## config.mk

```make
export PLATFORM = sky130hd
export DESIGN_NAME = i2c_master_wr
export DESIGN_NICKNAME = d
export VERILOG_FILES = /design/src/rtl/i2c_master_wr.sv
export SDC_FILE = /design/constraint.sdc
export NUM_CORES = 1
export LEC_CHECK = 0
export ABC_AREA = 1
export ABC_CLOCK_PERIOD_IN_PS = 4000
export BUFFER_PORTS_ARGS = -buffer_cell sky130_fd_sc_hd__buf_4
export CORE_MARGIN = 4
export CORE_UTILIZATION = 53
export CTS_CLUSTER_SIZE = 16
export DETAILED_ROUTE_END_ITERATION = 10
export GPL_TIMING_DRIVEN = 0
export PLACE_DENSITY = 0.74
export SYNTH_ARGS = -nofsm -noshare
export SYNTH_HDL_FRONTEND = slang
export SYNTH_SLANG_ARGS = --single-unit
```

## constraint.sdc

```tcl
create_clock -name clk -period 4 [get_ports clk]
set_clock_uncertainty 0.15 [all_clocks]
set_input_delay 0.8 -clock clk [delete_from_list [all_inputs] [get_ports clk]]
set_output_delay 0.8 -clock clk [all_outputs]
set_load 0.05 [all_outputs]
```

## src/rtl/i2c_master_wr.sv

```systemverilog
// I2C write master: START, 7-bit address + write bit, up to MAX_BYTES data bytes, STOP.
// The slave must ACK every byte. On a NACK the master goes straight to STOP and sets nack.
// Each SCL bit period is four quarters (Q0..Q3) of CLK_DIV clk cycles each.
//
// Ports:
//   clk, rst_n  - system clock; synchronous active-low reset
//   start       - transfer request, accepted only while idle
//   dev_addr    - 7-bit target address, latched when a start is accepted
//   num_bytes   - number of data bytes (clamped to MAX_BYTES, 0 = address-only probe)
//   tx_data     - data byte, latched in every cycle where tx_ready=1
//   tx_ready    - one-cycle pulse: tx_data is being consumed this cycle
//   busy        - high while a transfer is in progress
//   done        - one-cycle pulse on the last clk of STOP
//   nack        - last transfer aborted on a NACK; cleared when the next start is accepted
//   scl_o/sda_o - open-drain drives (0 = pull low, 1 = release)
//   sda_i       - sampled SDA pad level
module i2c_master_wr #(
   parameter int unsigned CLK_DIV   = 4,
   parameter int unsigned MAX_BYTES = 4,
   parameter int unsigned LEN_W     = $clog2(MAX_BYTES + 1)
) (
   input  logic             clk,
   input  logic             rst_n,
   input  logic             start,
   input  logic [6:0]       dev_addr,
   input  logic [LEN_W-1:0] num_bytes,
   input  logic [7:0]       tx_data,
   output logic             tx_ready,
   output logic             busy,
   output logic             done,
   output logic             nack,
   output logic             scl_o,
   output logic             sda_o,
   input  logic             sda_i
);

   localparam int unsigned      DIV_W    = (CLK_DIV > 1) ? $clog2(CLK_DIV) : 1;
   localparam logic [DIV_W-1:0] DIV_LAST = DIV_W'(CLK_DIV - 1);
   localparam logic [LEN_W-1:0] MAX_LEN  = LEN_W'(MAX_BYTES);

   typedef enum logic [2:0] {
      StIdle,
      StStart,
      StAddr,
      StAddrAck,
      StData,
      StDataAck,
      StStop
   } state_e;

   state_e           state_q, state_d;
   logic [DIV_W-1:0] div_q, div_d;
   logic [1:0]       qtr_q, qtr_d;
   logic [2:0]       bit_q, bit_d;
   logic [7:0]       sh_q, sh_d;      // bits being shifted out, MSB first
   logic [7:0]       byte_q, byte_d;  // first data byte, held through the address phase
   logic [LEN_W-1:0] rem_q, rem_d;    // data bytes not yet fully sent
   logic             ack_q, ack_d;
   logic             nack_q, nack_d;

   logic [LEN_W-1:0] len_clamp;
   logic             qtr_end;
   logic             bit_end;

   assign len_clamp = (num_bytes > MAX_LEN) ? MAX_LEN : num_bytes;
   assign qtr_end   = (div_q == DIV_LAST);
   assign bit_end   = qtr_end && (qtr_q == 2'd3);
   assign busy      = (state_q != StIdle);
   assign nack      = nack_q;

   always_ff @(posedge clk) begin
      if (!rst_n) begin
         state_q <= StIdle;
         div_q   <= '0;
         qtr_q   <= '0;
         bit_q   <= '0;
         sh_q    <= '0;
         byte_q  <= '0;
         rem_q   <= '0;
         ack_q   <= 1'b0;
         nack_q  <= 1'b0;
      end else begin
         state_q <= state_d;
         div_q   <= div_d;
         qtr_q   <= qtr_d;
         bit_q   <= bit_d;
         sh_q    <= sh_d;
         byte_q  <= byte_d;
         rem_q   <= rem_d;
         ack_q   <= ack_d;
         nack_q  <= nack_d;
      end
   end

   always_comb begin
      state_d  = state_q;
      div_d    = div_q;
      qtr_d    = qtr_q;
      bit_d    = bit_q;
      sh_d     = sh_q;
      byte_d   = byte_q;
      rem_d    = rem_q;
      ack_d    = ack_q;
      nack_d   = nack_q;
      tx_ready = 1'b0;
      done     = 1'b0;
      scl_o    = 1'b1;
      sda_o    = 1'b1;

      // Bit timing runs in every active state. The quarter index wraps to Q0 at the end of STOP,
      // so the counters are back at zero when the FSM returns to idle.
      if (state_q != StIdle) begin
         div_d = qtr_end ? '0 : div_q + 1'b1;
         if (qtr_end) begin
            qtr_d = qtr_q + 2'd1;
         end
         // Sample SDA on the last clk of Q2, while SCL is high.
         if (qtr_end && (qtr_q == 2'd2)) begin
            ack_d = sda_i;
         end
      end

      unique case (state_q)
         StIdle: begin
            if (start) begin
               state_d = StStart;
               div_d   = '0;
               qtr_d   = '0;
               bit_d   = '0;
               sh_d    = {dev_addr, 1'b0};
               rem_d   = len_clamp;
               nack_d  = 1'b0;
               if (len_clamp != '0) begin
                  tx_ready = 1'b1;
                  byte_d   = tx_data;
               end
            end
         end

         StStart: begin
            // SDA falls at Q2 with SCL still high: the START condition.
            sda_o = ~qtr_q[1];
            if (bit_end) begin
               state_d = StAddr;
            end
         end

         StAddr: begin
            scl_o = qtr_q[1];
            sda_o = sh_q[7];
            if (bit_end) begin
               sh_d  = {sh_q[6:0], 1'b0};
               bit_d = bit_q + 3'd1;
               if (bit_q == 3'd7) begin
                  state_d = StAddrAck;
               end
            end
         end

         StData: begin
            scl_o = qtr_q[1];
            sda_o = sh_q[7];
            if (bit_end) begin
               sh_d  = {sh_q[6:0], 1'b0};
               bit_d = bit_q + 3'd1;
               if (bit_q == 3'd7) begin
                  state_d = StDataAck;
                  rem_d   = rem_q - 1'b1;
               end
            end
         end

         StAddrAck: begin
            scl_o = qtr_q[1];
            if (bit_end) begin
               if (ack_q) begin
                  nack_d  = 1'b1;
                  state_d = StStop;
               end else if (rem_q != '0) begin
                  state_d = StData;
                  sh_d    = byte_q;
               end else begin
                  state_d = StStop;
               end
            end
         end

         StDataAck: begin
            scl_o = qtr_q[1];
            if (bit_end) begin
               if (ack_q) begin
                  nack_d  = 1'b1;
                  state_d = StStop;
               end else if (rem_q != '0) begin
                  // The next byte is fetched only after the previous one has been ACKed.
                  state_d  = StData;
                  tx_ready = 1'b1;
                  byte_d   = tx_data;
                  sh_d     = tx_data;
               end else begin
                  state_d = StStop;
               end
            end
         end

         StStop: begin
            // SDA rises at Q3 with SCL high: the STOP condition.
            scl_o = qtr_q[1];
            sda_o = (qtr_q == 2'd3);
            if (bit_end) begin
               done    = 1'b1;
               state_d = StIdle;
            end
         end

         default: begin
            state_d = StIdle;
         end
      endcase
   end

endmodule

```

# Word level (Yosys, flattened, before mapping)
# Cells that the tools add are included.
[word_totals]
reg_bits = 31
in_bits = 22
wordCells = 116
[op_classes]
n_addsub = 4
n_lt_le_gt_ge = 1
eq_ne = 27
mux = 53
bitwise = 1
reduce_logical = 21
[op_table]
columns = ["op", "n"]
rows = [
  ["$mux W8", 10],
  ["$mux W3", 14],
  ["$pmux W8 S4", 1],
  ["$ne A2 B2 Y1 const B", 14],
  ["$mux W2", 10],
  ["$pmux W3 S6", 1],
  ["$pmux W8 S2", 1],
  ["$eq A3 B3 Y1 const B", 4],
  ["$pmux W3 S2", 2],
  ["$mux W1", 11],
  ["$reduce_and A9 Y1", 1],
  ["$reduce_bool A3 Y1", 3],
  ["$reduce_and A4 Y1", 2],
  ["$reduce_and A8 Y1", 1],
  ["$reduce_bool A2 Y1", 4],
  ["$eq A2 B2 Y1 const B", 3],
  ["$eq A3 B2 Y1 const B", 2],
  ["$ne A2 B1 Y1 const B", 3],
  ["$reduce_and A6 Y1", 1],
  ["$reduce_or A5 Y1", 1],
  ["$add A2 B1 Y2 const B", 2],
  ["$pmux W1 S2", 2],
  ["$reduce_bool A4 Y1", 1],
  ["$reduce_or A2 Y1", 2],
  ["other kinds (10)", 11],
]

# Logic depth before layout (Yosys ltp)
[depth]
word_depth = 6
mapped_depth = 10

# Worst setup path before layout
# OpenSTA, ideal clock, no wires.
[synth_path]
kind = "reg-to-output"
startpoint = "register state_q[0]"
endpoint = "output port sda_o"
t_arrival_ps = 1800
required_ps = 3050
path_slack_ps = 1250
stages_incl_launch_ff = 5
n_path_buf = 2
cell_sequence = "dfxtp_1 -> buf_4 -> buf_2 -> nor2_1 -> o21ai_0"
[synth_between]
elab_chain_cells = 3
elab_cells_between_ends = 6
[synth_lines]
columns = ["item", "line", "source"]
rows = [
  ["from (decl)", "51", "state_e state_q, state_d;"],
  ["from (signal assigned)", "73", "state_q <= StIdle;"],
  ["from (signal assigned)", "83", "state_q <= state_d;"],
  ["$eq A3 B3 Y1 / $eq A3 B2 Y1 (equally long branches)", "123", "unique case (state_q)"],
  ["$reduce_or A2 Y1 (no line)", "n/a", ""],
  ["$pmux W1 S3 *", "123", ""],
  ["to (decl)", "33", "output logic sda_o,"],
]
# Every way passes the cells marked *; elsewhere a longest branch is shown, timed or not.

# Worst setup path in the final report
[layout_path]
startpoint = "register qtr_q[1]"
endpoint = "output port tx_ready"
[layout_between]
elab_chain_cells = 4
[layout_lines]
columns = ["item", "line", "source"]
rows = [
  ["from (decl)", "53", "logic [1:0] qtr_q, qtr_d;"],
  ["from (signal assigned)", "85", "qtr_q <= qtr_d;"],
  ["$eq A2 B2 Y1", "67", "assign bit_end = qtr_end && (qtr_q == 2'd3);"],
  ["$logic_and A1 B1 Y1", "67", ""],
  ["$mux W1", "190", "if (bit_end) begin"],
  ["$pmux W1 S2", "123", ""],
  ["to (decl)", "28", "output logic tx_ready,"],
]
# Every way passes these cells.

==> reports/metrics.yaml <==
placed_design:
  post-place-ws_ps: 1470
  port_buffers: 26
  placed_cell_area_um2: 2170
  dp_hpwl_mm: 3.32
  gp_congestion: 0.852
cells_and_area:
  final_util: 0.649
  design_area_um2: 2220
  syn_to_final_growth_pct: 15.8
  nets: 351
  n_fill_cell: 331
  drive_above_1_share: 0.195
  diodes: 0
sta:
  slew_headroom: 0.697
  setup_ws_ps: 1210
  setup-tns-final_ps: 0
  fin_crit_sh: 0.698
  worst-slew-pin-transition_ps: 455
  grt_setup_unrepaired: "no"
  finalMaxSlewViolations: 0
  hold_viol_final: 0
  max_freq_mhz: 358
  setup_viol: 0
  min_period_ps: 2790
critical_path:
  path_cells: "ha_1 > nand2_2 > clkinv_1 > nand3_2 > o21ai_4 > buf_4"
  cp_slowest_cell: "dfxtp_1"
  crit_fanout: 10
  path_depth: 6
  rr_worst_depth: 8
  worst-setup-path-type: "flop to output pin"
  endpoint_kind: "output pin"
  path_buf_inv: 2
  cpPeakStageDelay_ps: 410
  reg2reg_slack_ps: 2210
  cp.required_ps: 3050
  timing.rr.end: "byte_q[5]$_SDFFE_PN0P_"
  arrival_ps: 1840
  worstReg2RegStart: "qtr_q[1]$_SDFF_PN0_"
  cp-start-kind: "flop"
  cp_top_family: "flip-flops"
floorplanning:
  start_util: 0.561
  core_area_um2: 3420
  die_area_um2: 4640
  io_pins: 28
  die_h_um: 68.1
  rows: 21
  fp.dieW_um: 68.1
global_route:
  grt_pass1_vias: 1702
  grt_max_degree: 11
  track_usage: 0.220
  grt_pass1_wl_mm: 7.55
  antenna_found_initial: 0
  overflow: 0
route:
  postRouteAntennaNets: 0
  drtPass1Iterations: 4
  vias_per_cell: 4.99
  via_count: 1843
  drt_wl_total_mm: 4.34
  drt-initial-drc-count: 102
  post-route-drc-count: 0
  routedWlPerCell_um: 11.8
logic_synthesis:
  ys_ff_latch: 31
  synthAdderAreaFrac: 0.0457
  synth.distinct_cells: 30
  yosys.area.top_type: "dfxtp_1"
  syn_nets: 318
  syn_inst: 289
  synthMuxAreaShare: 0
  yosysWarnings: 0
  ys_top_cells_by_area: "dfxtp_1, nand2_1, nor2_1, a21oi_1, inv_1"
  yosysSeqAreaShare: 0.324
  synth.top_cell.area_share: 0.324
  synth_area_um2: 1920
  synth_xor_area_frac: 0.00457
  synth-compound-area-share: 0.129
  syn_avg_cell_area_um2: 6.63
  synth_top_family_by_area: "simple AND/OR/NAND/NOR gates"
  yosys.area_share.simple: 0.402
power:
  ir_drop_uv: 465
  power_density_nw_per_um2: 814
  leakagePower_nw: 1.08
  total_power_mw: 1.81
clock_network:
  cts.sink_count: 31
  cts.clk_slew.worst_paths_ps: 100
  post_cts_buffers: 0
  ctsResizeCount: 0
  h-tree-depth: 2
  worstSkewPairLatency_ps: 340
  cts_tree: "done"
  cts_root_buffer: "clkbuf_4"
  cts_buffer_depth: 2
  hold_buffers: 0
  numCtsBuffers: 5
min_path:
  holdCritStartpoint: "byte_q[7]$_SDFFE_PN0P_"
  hold_depth: 2
  hp-class: "flop to flop"
  min_to: "byte_q[7]$_SDFFE_PN0P_"
job:
  drv_cap: 0
run_status:
  status: "finished clean"
per-layer routing:
metal,global-route usage,vias to the layer above,part of all wire
li1,-,983,-
met1,0.292,825,0.50
met2,0.339,28,0.45
met3,0.0542,7,0.038
met4,0.0868,0,0.016
met5,0,-,0
cell usage after synthesis (all sizes together):
cell type	number
nand3	22
xor2	1
clkbuf	1
dfxtp	31
nand2	99
a21oi	25
o21ai	11
buf	7
inv	31
a21o	1
o22ai	3
ha	7
clkinv	1
nand4	3
a211oi	1
a21boi	1
nor2	43
o211a	1
state kept, by name, indices dropped and copies added, names as in the netlist:
signal / count
sh_q: 8
bit_q: 3
ack_q: 1
byte_q: 8
state_q: 3
div_q: 2
qtr_q: 2
rem_q: 3
nack: 1
worst max path at each step:
stage                                 start       end  slack (ps)
global placement               num_bytes[1]  tx_ready        1460
global route            div_q[0]$_SDFF_PN0_  tx_ready        1040
finish                  qtr_q[1]$_SDFF_PN0_  tx_ready        1210
CTS                     div_q[0]$_SDFF_PN0_  tx_ready        1200
detailed placement             num_bytes[1]  tx_ready        1470
floorplan           state_q[0]$_SDFFE_PN0P_     sda_o        1250
final cells by class:
cell class,count,area (µm²),area share
Tap cell,46,57.6,0.0259
Timing Repair Buffer,26,195,0.0880
Multi-Input combinational cell,218,1110,0.501
Inverter,32,123,0.0553
Clock inverter,1,5.00,0.00226
Clock buffer,7,45.0,0.0203
Sequential cell,31,621,0.280
Buffer,8,60.1,0.0271
per-stage QoR:
step | hold slack [ps] | std cells
floorplan | 291 | 289
global placement | 298 | 361
detailed placement | 305 | 361
CTS | 318 | 369
global route | 341 | 369
finish | 318 | 369
power by group:
| group | internal (mW) | leakage, nW | switching, mW | total, mW |
|---|---|---|---|---|
| Sequential | 0.398 | 0.254 | 0.0438 | 0.442 |
| Combinational | 0.399 | 0.792 | 0.786 | 1.19 |
| Clock | 0.0684 | 0.0293 | 0.110 | 0.179 |
| Total | 0.866 | 1.08 | 0.941 | 1.81 |
layout by cell type (no fill, tap or decap), drive strengths merged:
cell type	netlist	layout
o211a	1	1
a21boi	1	1
nand4	3	3
a211oi	1	1
a21oi	25	25
inv	31	31
nand2	99	99
clkbuf	1	8
a21o	1	1
clkinv	1	2
nor2	43	43
xor2	1	1
dfxtp	31	31
nand3	22	22
buf	7	33
ha	7	7
o21ai	11	11
o22ai	3	3
worst reg2reg max path: cells and delay by family (launching register included):
| family | cells | cell delay, ps |
|---|---|---|
| simple gates | 3 | 310 |
| buf+inv | 2 | 230 |
| compound gates | 2 | 350 |
| flops | 1 | 410 |
| fa+ha+maj | 1 | 210 |
logic make-up after synthesis:
family,after synthesis
and+or+nand+nor,167
DFF,31
xor gates and xnor gates,1
adders and majority gates,7
AOI/OAI and AO/OA,43
buffers and inverters,40
Power figures use the tool's default switching activity.
